==> src/rtl/sd_dac.sv <==
// First-order sigma-delta DAC: WIDTH-bit codes in over valid/ready, one code per DIV-clock
// period, 1-bit pulse-density stream out. Density = code / 2^WIDTH.
module sd_dac #(
  parameter int WIDTH = 15,
  parameter int DIV   = 48
) (
  input  logic             clk,
  input  logic             rst,
  input  logic [WIDTH-1:0] din,
  input  logic             din_valid,
  output logic             din_ready,
  input  logic             en,
  output logic             dac_out,
  output logic             sample_tick,
  output logic             underrun
);
  localparam int CW = (DIV > 2) ? $clog2(DIV) : 1;
  localparam logic [CW-1:0] CNT_MAX = CW'(DIV - 1);

  logic [CW-1:0]    cnt;
  logic [WIDTH-1:0] pend, active, acc;
  logic             pend_v;
  logic [WIDTH:0]   sum;

  assign din_ready   = ~pend_v;
  assign sample_tick = (cnt == CNT_MAX);
  assign underrun    = sample_tick & ~pend_v;
  assign sum         = {1'b0, acc} + {1'b0, active};

  // Period counter free-runs independent of en
  always_ff @(posedge clk or negedge rst) begin
    if (!rst)             cnt <= '0;
    else if (sample_tick) cnt <= '0;
    else                  cnt <= cnt + 1'b1;
  end

  // One-deep buffer; a boundary with nothing pending still lets a new sample in
  always_ff @(posedge clk or negedge rst) begin
    if (!rst) begin
      pend   <= '0;
      pend_v <= 1'b0;
      active <= '0;
    end else if (sample_tick && pend_v) begin
      active <= pend;
      pend_v <= 1'b0;
    end else if (din_valid && !pend_v) begin
      pend   <= din;
      pend_v <= 1'b1;
    end
  end

  // Modulo-2^WIDTH accumulator; carry out is the output bit
  always_ff @(posedge clk or negedge rst) begin
    if (!rst) begin
      acc     <= '0;
      dac_out <= 1'b0;
    end else if (en) begin
      acc     <= sum[WIDTH-1:0];
      dac_out <= sum[WIDTH];
    end else begin
      acc     <= '0;
      dac_out <= 1'b0;
    end
  end
endmodule

==> config.mk <==
export PLATFORM = sky130hd
export DESIGN_NAME = sd_dac
export DESIGN_NICKNAME = d
export VERILOG_FILES = /design/src/rtl/sd_dac.sv
export SDC_FILE = /design/constraint.sdc
export NUM_CORES = 1
export LEC_CHECK = 0
export ABC_AREA = 1
export CAP_MARGIN = 20
export CORE_AREA = 3 3 88 90
export CTS_CLUSTER_SIZE = 16
export DETAILED_ROUTE_END_ITERATION = 16
export DIE_AREA = 0 0 91 93
export RECOVER_POWER = 25
export REMOVE_ABC_BUFFERS = 1
export SYNTH_ARGS = -nofsm -noshare
export SYNTH_HDL_FRONTEND = slang
export SYNTH_SLANG_ARGS = --single-unit
==> constraint.sdc <==
create_clock -name clk -period 1.7 [get_ports clk]
set_input_delay 0.255 -clock clk [delete_from_list [all_inputs] [get_ports clk]]
set_output_delay 0.255 -clock clk [all_outputs]
set_load 0.005 [all_outputs]
==> qor.txt, run 1 <==
outcome: finished, final reports clean
final hold violation count: 0
most numerous cell in the Yosys netlist: nand2_1
Seq/Total Area, Yosys: 47.6%
final worst path period share: 97.0%
Antenna Nets Post-Route: 0
Yosys reg bits: 53
post-synthesis compound-gate area fraction: 9.24%
nature of the critical path startpoint: flop
# setup viols final: 0
vias in the first global route: 2134
total of max-cap violations: 0
hold crit path type: flop to flop
Initial Util: 39.1%
power density cells: 685 mW/mm²
Hold Slack: 468 ps
Slew HR: 51.2%
clock root cell: clkbuf_8
Main synth FF type: dfrtp_1
initial antenna violation count: 0
detailed-route DRC error count: 0
Final Skew: 3.04 ps
post-synthesis async set-or-reset flop share: 100%
Cell variety after synth: 27
Crit Path Category: flop to flop
Max Freq: 606 MHz
Post-synth EDFFs: 0
Die X: 91 µm
arrival time worst endpoint: 1900 ps
clk sinks: 53
Core Area: 0.00714 mm²
Yosys top cell by area: dfrtp_1
dpl hpwl: 3890 µm
R2R Setup Slk: 50 ps
vias per cell: 4.56
hold wc startpoint: pend[7]$_DFFE_PN0P_
Worst Hold Depth: 2
row count: 31
worst vdd ir: 0.420 mV
Post-Syn Instances: 339
Iter 0 DRT Violations: 99
RSZ-0062 raised after global routing: true
buffers added on ports: 22
Clock Latency Late Sink: 300 ps
Yosys top cell area share: 47.6%
Reg-to-Reg End: acc[10]$_DFF_PN0_
post-synthesis xor/xnor area fraction: 0.628%
worst reg2reg path depth: 11
Adder-Cell Fraction of Synth Area: 7.90%
total clock buffers created by CTS: 5
First-pass DRT Iterations: 4
share of cells above drive strength 1: 21.8%
most frequent cells after synthesis: nand2_1 (97), dfrtp_1 (53), inv_1 (50)
layout net count: 416
CP endpoint kind: flop
CTS tree: built
n_diodes: 0
gr ovfl total: 0
Max clock buf depth: 2
simple-gate area share of the yosys netlist: 23.4%
fillcell total: 698
RR Startpoint: active[0]$_DFFE_PN0P_
first-pass GRT wire length: 9320 µm
Critical Path RT: 1950 ps
# IOs: 23
power after layout: 0.00240 W
global placement routability congestion: 0.906
post-layout min period: 1650 ps
largest family of logic cells by synthesized area: simple AND/OR/NAND/NOR gates
GRT Total Usage: 13.7%
Least-Margin Pin Slew: 732 ps
final WL: 5430 µm
YS warnings: 0
worst hold path endpoint: active[7]$_DFFE_PN0P_
Die Ht: 93 µm
syn_area_per_cell: 8.23 µm²
Max Slew Vio Count: 0
Layout area overhead: 25.7%
H-tree levels: 2
Leak: 1.82 nW
critical path peak fanout: 4
post-DR wirelength/cell: 11.3 µm
Vias: 2183
Mapped Area: 0.00279 mm²
post-synthesis mux area share: 2.83%
synth top area cells: dfrtp_1 (48%), nand2_1 (13%), ha_1 (7.2%)
clock slew at reported path FFs: 100 ps
largest net degree at the start of global routing: 54
Die ar.: 0.00846 mm²
## kinds of logic (layout without fill, tap and decap cells)
logic type | count (synthesis) | after routing
mux | 7 | 7
fa+ha+maj | 17 | 17
simple gates | 158 | 158
buf+inv | 57 | 98
flops | 53 | 53
compound gates | 45 | 45
xor+xnor | 2 | 2
## flip-flops by register name (all words and copies together), names as in the netlist
name	count
acc	15
active	15
pend	15
cnt	6
dac_out	1
pend_v	1
## per-layer routing
| metal | GRT usage (%) | wire [µm] | up-vias |
|---|---|---|---|
| met1 | 17.9 | 2680 | 1007 |
| met4 | 4.52 | 45 | 0 |
| met3 | 2.90 | 178 | 2 |
| li1 | - | - | 1139 |
| met2 | 22.9 | 2530 | 35 |
| met5 | 0 | 0 | - |
## cell usage in the layout, fill, tap and decap left out, drive strengths merged
cell             n
o21ai           16
xor2             1
or2              1
inv             53
a21oi           28
mux2             7
ha              16
clkdlybuf4s50   19
clkbuf           6
nand4            2
dlygate4sd3      1
nand2          105
nor2            37
and2             2
a21boi           1
nand3           11
xnor2            1
fa               1
dfrtp           53
buf             18
bufinv           1
## report_power, final
part / internal (W) / leakage (nW) / total [W] / switching [W]
combinational: 0.000113 / 1.13 / 0.000237 / 0.000124
clock: 0.000437 / 0.0546 / 0.000861 / 0.000424
sequential: 0.00129 / 0.637 / 0.00130 / 0.0000138
total: 0.00184 / 1.82 / 0.00240 / 0.000562
## through the flow
stage                     cell area [µm²]  cells  TNS (ps)  utilization, %  worst slack (ps)
final                                3510    479         0            49.1              50.4
after global placement               3170    463         0            44.5              23.9
after CTS                            3300    473         0            46.3              22.8
after global routing                 3510    479     -83.3            49.1             -49.5
after floorplan                      2750    334         0               -               114
after detailed placement             3170    463     -7.07            44.5             -7.07
## what timing repair did
item,in CTS,in global routing
hold endpoints to repair,53,0
setup buffers,2,6
hold buffers,1,0
pin swaps,3,10
gates resized for setup,11,31
cloned,0,0
setup endpoints to repair,5,17
## critical path, stage by stage, from the launching register on
cell and delay [ps]:
dfrtp_1 420, ha_4 170, fa_2 370, nand2_2 100, nand2_2 60, nand3_2 90, nand2_4 70, nand2_2 60
nand2_2 60, nand2_2 50, nand2_2 50, nor2_2 90
## how the worst max path moves through the flow
stage,start,endpoint,slack [ps],depth (start not counted)
detailed placement,active[0]$_DFFE_PN0P_,acc[14]$_DFF_PN0_,-7,10
CTS,cnt[1]$_DFF_PN0_,underrun,20,6
global placement,cnt[0]$_DFF_PN0_,underrun,20,6
floorplan,active[0]$_DFFE_PN0P_,acc[14]$_DFF_PN0_,110,10
global route,active[0]$_DFFE_PN0P_,acc[10]$_DFF_PN0_,-50,10
finish,active[0]$_DFFE_PN0P_,acc[10]$_DFF_PN0_,50,11
## final cells by class
| cell class | count | area [µm²] | share of cell area, % |
|---|---|---|---|
| Multi-Input combinational cell | 229 | 1400 | 40.0 |
| Sequential cell | 53 | 1330 | 37.8 |
| Timing Repair Buffer | 39 | 348 | 9.92 |
| Inverter | 52 | 198 | 5.64 |
| Tap cell | 99 | 124 | 3.53 |
| Clock buffer | 5 | 68.8 | 1.96 |
| Clock inverter | 2 | 38.8 | 1.11 |
Note: power is estimated with default switching activity, not from simulation.
==> inputs of run 2 (changes only) <==
CELL_PAD_IN_SITES_DETAIL_PLACEMENT = 1   (was not set)
CELL_PAD_IN_SITES_GLOBAL_PLACEMENT = 1   (was not set)
PLACE_DENSITY_LB_ADDON = 0.1   (was not set)
REMOVE_ABC_BUFFERS = not set   (was 1)
clock period = 1.9 ns   (was 1.7 ns; I/O delays follow)
==> run 2 against run 1 <==
  * Sequential power down 10%
  * Clock power fell by 18%
  * Wire length grew 14%
  * Register-to-register slack better by 150 ps
  * Final cell count decreased by 1.5%
  * Global-route usage is 2.3 points higher
  * Total power is 14% lower
  * Hold slack improved by 6.4 ps
  * Critical endpoint is now underrun
  * Worst setup slack improved by 70 ps
  * Cell area is 6.1% lower
  * Via count grew 0.27%
  * Die area stayed put
==> qor.txt, run 2 (synthesis results as in run 1) <==
vias in the first global route: 2379
outcome: finished, final reports clean
Max Freq: 562 MHz
clock root cell: clkbuf_8
CTS tree: built
critical path startpoint: cnt[1]$_DFF_PN0_
Max clock buf depth: 2
CP max stage cell: dfrtp_1
area of the multi-input gates: 0.00126 mm²
Critical Path RT: 1620 ps
detailed-route DRC error count: 0
First-pass DRT Iterations: 4
Iter 0 DRT Violations: 83
Slowest Stage Delay on Critical Path: 420 ps
hold wc startpoint: pend[12]$_DFFE_PN0P_
layout net count: 408
clk sinks: 53
Die X: 91 µm
Least-Margin Pin Slew: 736 ps
gr ovfl total: 0
Max Slew Vio Count: 0
first-pass GRT wire length: 10900 µm
post-layout min period: 1780 ps
Die ar.: 0.00846 mm²
H-tree levels: 2
clock slew at reported path FFs: 100 ps
total of max-cap violations: 0
hold crit path type: flop to flop
Leak: 1.80 nW
buffers added on ports: 22
Clock Latency Late Sink: 310 ps
final worst path period share: 93.6%
Die Ht: 93 µm
# IOs: 23
fillcell total: 902
DP Area: 0.00312 mm²
share of cells above drive strength 1: 12.9%
dpl hpwl: 4490 µm
Layout area overhead: 18.0%
worst setup margin: 121 ps
row count: 31
total clock buffers created by CTS: 5
post-DR wirelength/cell: 13.1 µm
RSZ-0062 raised after global routing: false
worst path buffer plus inverter count: 1
Crit Path Category: flop to output port
critical-path cell list: ha_4, nand3_4, nor2_4, nand2_2, nor2_1, dlygate4sd2_1
power density cells: 627 mW/mm²
CP endpoint kind: output port
Hold Slack: 474 ps
initial antenna violation count: 0
largest net degree at the start of global routing: 54
top flop regs: acc: 15 flops, active: 15 flops, pend: 15 flops
critical path peak fanout: 2
Slew HR: 50.9%
RR Startpoint: cnt[1]$_DFF_PN0_
GRT Total Usage: 16.0%
critical path's top delay family: flip-flops
Post-Place Worst Slack: 121 ps
worst vdd ir: 0.361 mV
final hold violation count: 0
vias per cell: 4.64
most frequent cells in the layout: nand2_1 (96), dfrtp_1 (53), inv_1 (50)
Final Skew: 10.9 ps
register area: 0.00133 mm²
Core Area: 0.00714 mm²
Initial Util: 39.1%
commonest non-fill, non-tap cell in the layout: nand2_1
final WL: 6200 µm
global placement routability congestion: 0.790
Antenna Nets Post-Route: 0
Design Area, Final: 0.00329 mm²
arrival time worst endpoint: 1490 ps
# setup viols final: 0
Vias: 2189
n_diodes: 0
nature of the critical path startpoint: flop
power after layout: 0.00206 W
R2R Setup Slk: 200 ps
Post-Syn Nets: 375
-- run 2: path summary, 6_finish.rpt --
path                                               end  cells after the start
worst max-delay path                          underrun                      6
worst min-delay path            active[12]$_DFFE_PN0P_                      2
worst max register to register   active[9]$_DFFE_PN0P_                     10
worst min register to register  active[12]$_DFFE_PN0P_                      2
max in group asynchronous       active[11]$_DFFE_PN0P_                      3
min in group asynchronous             acc[7]$_DFF_PN0_                      3
-- run 2: cell type report --
type                    instances  area share [%]
flip-flops and latches         53            40.3
multi-input cells             229            38.2
repair buffers                 31            8.71
inverters                      52            6.01
well taps                      99            3.76
clock buffers                   6            2.51
clock inverters                 2           0.532
-- run 2: metal layers --
metal  part of all wire (%)  vias to the layer above  global-route usage (%)
li1                       -                     1124                       -
met5                      0                        -                       0
met4                    1.4                        0                    4.27
met2                     47                       25                    26.9
met1                     49                     1034                    21.3
met3                    2.6                        6                    2.90
-- run 2: metrics by stage --
stage | setup TNS [ps] | utilization [%] | cells
global route | 0 | 46.1 | 472
detailed placement | 0 | 43.8 | 458
CTS | -132 | 45.7 | 470
finish | 0 | 46.1 | 472
global placement | 0 | 43.8 | 458
floorplan | 0 | - | 339
-- run 2: power breakdown --
group	total, W	internal [W]	leakage (nW)	switching (W)
registers	0.00117	0.00115	0.637	0.0000117
logic	0.000186	0.0000829	1.11	0.000103
clock network	0.000710	0.000304	0.0518	0.000406
total	0.00206	0.00154	1.80	0.000521
-- run 2: timing repair --
action / 4_1_cts / 5_1_grt
hold buffers: 1 / 0
setup buffers: 3 / 2
gates cloned: 0 / 0
pin swaps: 1 / 2
resized for setup: 2 / 6
endpoints found under the setup margin: 2 / 5
endpoints found under the hold margin: 53 / 0
-- run 2: worst register-to-register path, delay by kind of cell, from the launching register on --
kind | cells | cell delay, ps
adder cells (fa/ha/maj) | 1 | 200
buffers and inverters | 3 | 320
AND/OR/NAND/NOR | 6 | 650
flip-flops | 1 | 430
==> inputs of run 3 (changes only) <==
CORE_AREA = 2 2 88 90   (was 3 3 88 90)
DIE_AREA = 0 0 90 92   (was 0 0 91 93)
clock period = 1.6 ns   (was 1.9 ns; I/O delays follow)
==> run 3 against run 2 <==
  * First-iteration DRC count down 9.6%
  * The flow now finishes with violations (negative setup slack)
  * Hold slack better by 2.5 ps
  * Register-to-register slack got worse by 180 ps
  * Count of clock-buffer cells in the layout unchanged
  * Critical path depth unchanged
  * Flip-flop and latch count stayed put
  * Die area down 2.2%
  * Critical path type unchanged
  * Global-route usage rose by 0.38 points
  * Cell area is 11% higher
  * Clock power grew 13%
==> qor.txt, run 3 (synthesis results as in run 1) <==
Die ar.: 0.00828 mm²
critical path peak fanout: 2
First-pass DRT Iterations: 4
Final Skew: 10.0 ps
detailed-route DRC error count: 0
vias in the first global route: 2327
first-pass GRT wire length: 10800 µm
post-DR wirelength/cell: 12.9 µm
met2 wire length: 3100 µm
final WL: 6360 µm
worst setup margin: -22.2 ps
CTS tree: built
power density cells: 671 mW/mm²
Leak: 1.86 nW
Core Area: 0.00745 mm²
global placement routability congestion: 0.801
failing checks: negative setup slack
GRT Total Usage: 16.4%
Post-Syn Nets: 375
Max Slew Vio Count: 0
hold wc startpoint: pend[7]$_DFFE_PN0P_
Critical Path RT: 1360 ps
H-tree levels: 2
Die X: 90 µm
top flop regs: acc: 15 flops, active: 15 flops, pend: 15 flops
initial antenna violation count: 0
arrival time worst endpoint: 1380 ps
Hold Slack: 477 ps
Post-Place Worst Slack: -121 ps
buffers added on ports: 22
CP endpoint kind: output port
# setup viols final: 1
final hold violation count: 0
hold crit path type: flop to flop
Max clock buf depth: 2
most frequent cells in the layout: nand2_1 (86), dfrtp_1 (51), inv_1 (50)
total clock buffers created by CTS: 5
Slew HR: 49.7%
Die Ht: 92 µm
nature of the critical path startpoint: flop
CP max stage cell: dfrtp_1
vias per cell: 4.57
# IOs: 23
clk sinks: 53
commonest non-fill, non-tap cell in the layout: nand2_1
critical path's top delay family: simple AND/OR/NAND/NOR gates
layout net count: 426
met3 wire length: 135 µm
clock root cell: clkbuf_8
WL met1: 3040 µm
Iter 0 DRT Violations: 75
RR Startpoint: active[10]$_DFFE_PN0P_
Layout area overhead: 30.5%
highest routed metal layer: met4
final worst path period share: 101%
Worst path depth: 6
critical path startpoint: cnt[0]$_DFF_PN0_
dpl hpwl: 4530 µm
post-layout min period: 1620 ps
outcome: finished with violations
Crit Path Category: flop to output port
worst path buffer plus inverter count: 1
row count: 32
worst reg2reg path depth: 7
critical-path cell list: ha_2, nand3_4, nor2_4, nand2_2, nor2_1, buf_2
Slowest Stage Delay on Critical Path: 360 ps
clock slew at reported path FFs: 100 ps
crit path to: underrun
Max Freq: 616 MHz
n_diodes: 0
total of max-cap violations: 0
R2R Setup Slk: 20 ps
gr ovfl total: 0
Least-Margin Pin Slew: 754 ps
Vias: 2251
Clock Latency Late Sink: 320 ps
RSZ-0062 raised after global routing: true
Reg-to-Reg End: acc[14]$_DFF_PN0_
final setup TNS: -22.2 ps
Antenna Nets Post-Route: 0
share of cells above drive strength 1: 26.3%
worst vdd ir: 0.379 mV
Initial Util: 37.4%
largest net degree at the start of global routing: 54
[run 3: worst min path at each step]
stage | end | slack, ps | cells past startpoint
global placement | acc[3]$_DFF_PN0_ | 260 | 2
detailed placement | acc[3]$_DFF_PN0_ | 270 | 2
floorplan | acc[0]$_DFF_PN0_ | -60 | 0
global route | pend[5]$_DFFE_PN0P_ | 510 | 3
CTS | acc[8]$_DFF_PN0_ | 450 | 3
finish | active[7]$_DFFE_PN0P_ | 480 | 2
[run 3: layout make-up]
type | count | area, µm²
Fill cell | 895 | 3810
Clock buffer | 6 | 72.6
Inverter | 52 | 198
Multi-Input combinational cell | 229 | 1470
Timing Repair Buffer | 49 | 432
Tap cell | 102 | 128
Clock inverter | 2 | 15.0
Sequential cell | 53 | 1330
[run 3: per-stage QoR]
stage | instance area (µm²) | total power, W | std cells | util [%]
floorplan | 2790 | 0.00152 | 339 | -
global placement | 3250 | 0.00164 | 476 | 43.7
detailed placement | 3250 | 0.00164 | 476 | 43.7
CTS | 3420 | 0.00245 | 486 | 45.9
global route | 3640 | 0.00256 | 493 | 48.9
finish | 3640 | 0.00244 | 493 | 48.9
[run 3: worst reg2reg max path, cell delays in order (launching register included)]
cell     delay [ps]
dfrtp_1         430
ha_4            310
nand2_1          90
nor2_1          200
and2_1          180
nand2_2          60
a21oi_1         150
nor2_1           60
[run 3: where the power goes]
group | internal (W) | total, W | switching (W)
sequential | 0.00137 | 0.00139 | 0.0000151
clock | 0.000310 | 0.000801 | 0.000491
combinational | 0.000121 | 0.000255 | 0.000133
[run 3: routing by layer]
metal / vias up / track usage (%)
li1: 1149 / -
met1: 1075 / 21.0
met2: 20 / 28.1
met3: 7 / 2.96
met4: 0 / 5.38
met5: - / 0
[run 3: repair_timing]
item,in CTS,in global routing
hold buffers,1,0
buffers inserted,1,7
setup endpoints to repair,10,18
resized for setup,22,35
gates cloned,0,0
endpoints found under the hold margin,53,0
pin swaps,4,12
==> edit, RTL diff (settings of run 3) <==
The parameter `WIDTH` goes from 15 to 11.
--- a/src/rtl/sd_dac.sv
+++ b/src/rtl/sd_dac.sv
@@ -1,7 +1,7 @@
 // First-order sigma-delta DAC: WIDTH-bit codes in over valid/ready, one code per DIV-clock
 // period, 1-bit pulse-density stream out. Density = code / 2^WIDTH.
 module sd_dac #(
-  parameter int WIDTH = 15,
+  parameter int WIDTH = 11,
   parameter int DIV   = 48
 ) (
   input  logic             clk,
Ports: changed (resized din); port bits go from 23 to 19. The function was not compared with the original's and may differ.
==> edit against run 3 <==
- the run still ends with setup timing left
- utilization shrank 10 points
- first-iteration DRC count shrank 45%
- total power shrank 16%
- count of clock-buffer cells in the layout shrank 1
- clock power grew 6.9%
- routed wire length shrank 24%
- worst setup slack lost 0.11 ns
- area after synthesis shrank 25%
- sequential cell count shrank 12
- final area shrank 21%
- combinational power shrank 49%
- final cell count shrank 20%
- register-to-register slack lost 0.07 ns
==> edit: results (changes against run 3) <==
| Metric | Value |
|---|---|
| Status | `finished, violations left` |
| Failing checks | `setup timing` |
| 1st-iter DRT viols | `41 (-45%)` |
| Grt met1 use | `15.6% (-5.4 points)` |
| Drt first pass iters | `3 (-1)` |
| Final setup vio count | `13 (+12)` |
| Met1 Wirelength | `2240 µm (-26%)` |
| Pin count of the biggest net entering global routing | `42 (-22%)` |
| WP data arrival | `1.49 ns (+0.11 ns)` |
| Syn Nets | `273 (-27%)` |
| Met3 WL | `126 µm (-6.7%)` |
| Routed wl met2 | `2410 µm (-22%)` |
| Final nets | `321 (-25%)` |
| Dpl ws | `-0.175 ns (-0.0548 ns)` |
| Final setup margin | `-0.134 ns (-0.112 ns)` |
| Port bufs | `18 (-18%)` |
| Biggest regs | `acc x11, active x11, pend x11` |
| Met2 Track Usage GR | `22.6% (-5.5 points)` |
| Number of global-route vias before repair | `1892 (-19%)` |
| Sequential share of the synthesized area | `49.1% (+1.5 points)` |
| Synth unique cells | `25 (-7.4%)` |
| Worst Clk Skew | `0.00912 ns (-0.000913 ns)` |
| Commonest cells post-synth | `81 x nand2_1, 41 x dfrtp_1, 27 x inv_1, 24 x nor2_1, 14 x a21oi_1` |
| Peak VDD IR | `0.416 mV (+9.6%)` |
| Post-DP HPWL | `3650 µm (-20%)` |
| Synth top area cells | `dfrtp_1 49%, nand2_1 15%, ha_1 7.2%, inv_1 4.9%, mux2_2 4.9%` |
| Per-cell routed wire length | `12.2 µm (-5.4%)` |
edit: per-stage QoR:
step	cells	power, µW	area (µm²)	TNS (ns)
2_1_floorplan	245	1130	2090	0
4_1_cts	395	2100	2740	-0.690
6_report	396	2050	2880	-0.486
5_1_grt	396	2150	2880	-1.66
3_5_place_dp	380	1220	2530	-0.529
3_3_place_gp	380	1220	2530	-0.416
edit: cell type report:
cell class,instances,area share [%]
inverters,30,4.25
clock buffers,5,2.39
multi-input cells,171,38.0
clock inverters,3,1.61
well taps,102,4.43
repair buffers,44,13.8
flip-flops and latches,41,35.6
edit: worst max-delay path, delay by kind of cell (launching register included):
kind          cells  cell delay, ns
flops             1            0.37
fa+ha+maj         1            0.19
simple gates      5            0.39
buf+inv           3            0.25
edit: cells by family (layout without fill, tap and decap cells):
family	after synthesis	count (layout)	synth area share [%]
compound gates	20	20	4.97
mux	9	9	4.85
buf+inv	33	82	6.59
flops	41	41	49.1
fa+ha+maj	13	13	8.14
simple gates	127	127	25.5
xor+xnor	2	2	0.838
edit: path summary, 6_finish.rpt:
path                            cells past startpoint   endpoint  slack [ns]    start
worst max-delay path                                9   underrun       -0.13   cnt[0]
worst min-delay path                                2  active[6]        0.48  pend[6]
worst min register to register                      2  active[6]        0.48  pend[6]
min in group asynchronous                           3     acc[9]        0.60      rst
worst max register to register                     12  active[2]       -0.05   cnt[0]
max in group asynchronous                           3     acc[7]        0.60      rst
edit: power by group through the flow:
stage	Sequential, µW	Clock, µW	Combinational (µW)
5_1_grt	1070	936	151
6_report	1060	856	131
3_5_place_dp	1080	0	139
3_3_place_gp	1080	0	138
2_1_floorplan	1080	0	52.0
4_1_cts	1060	899	141
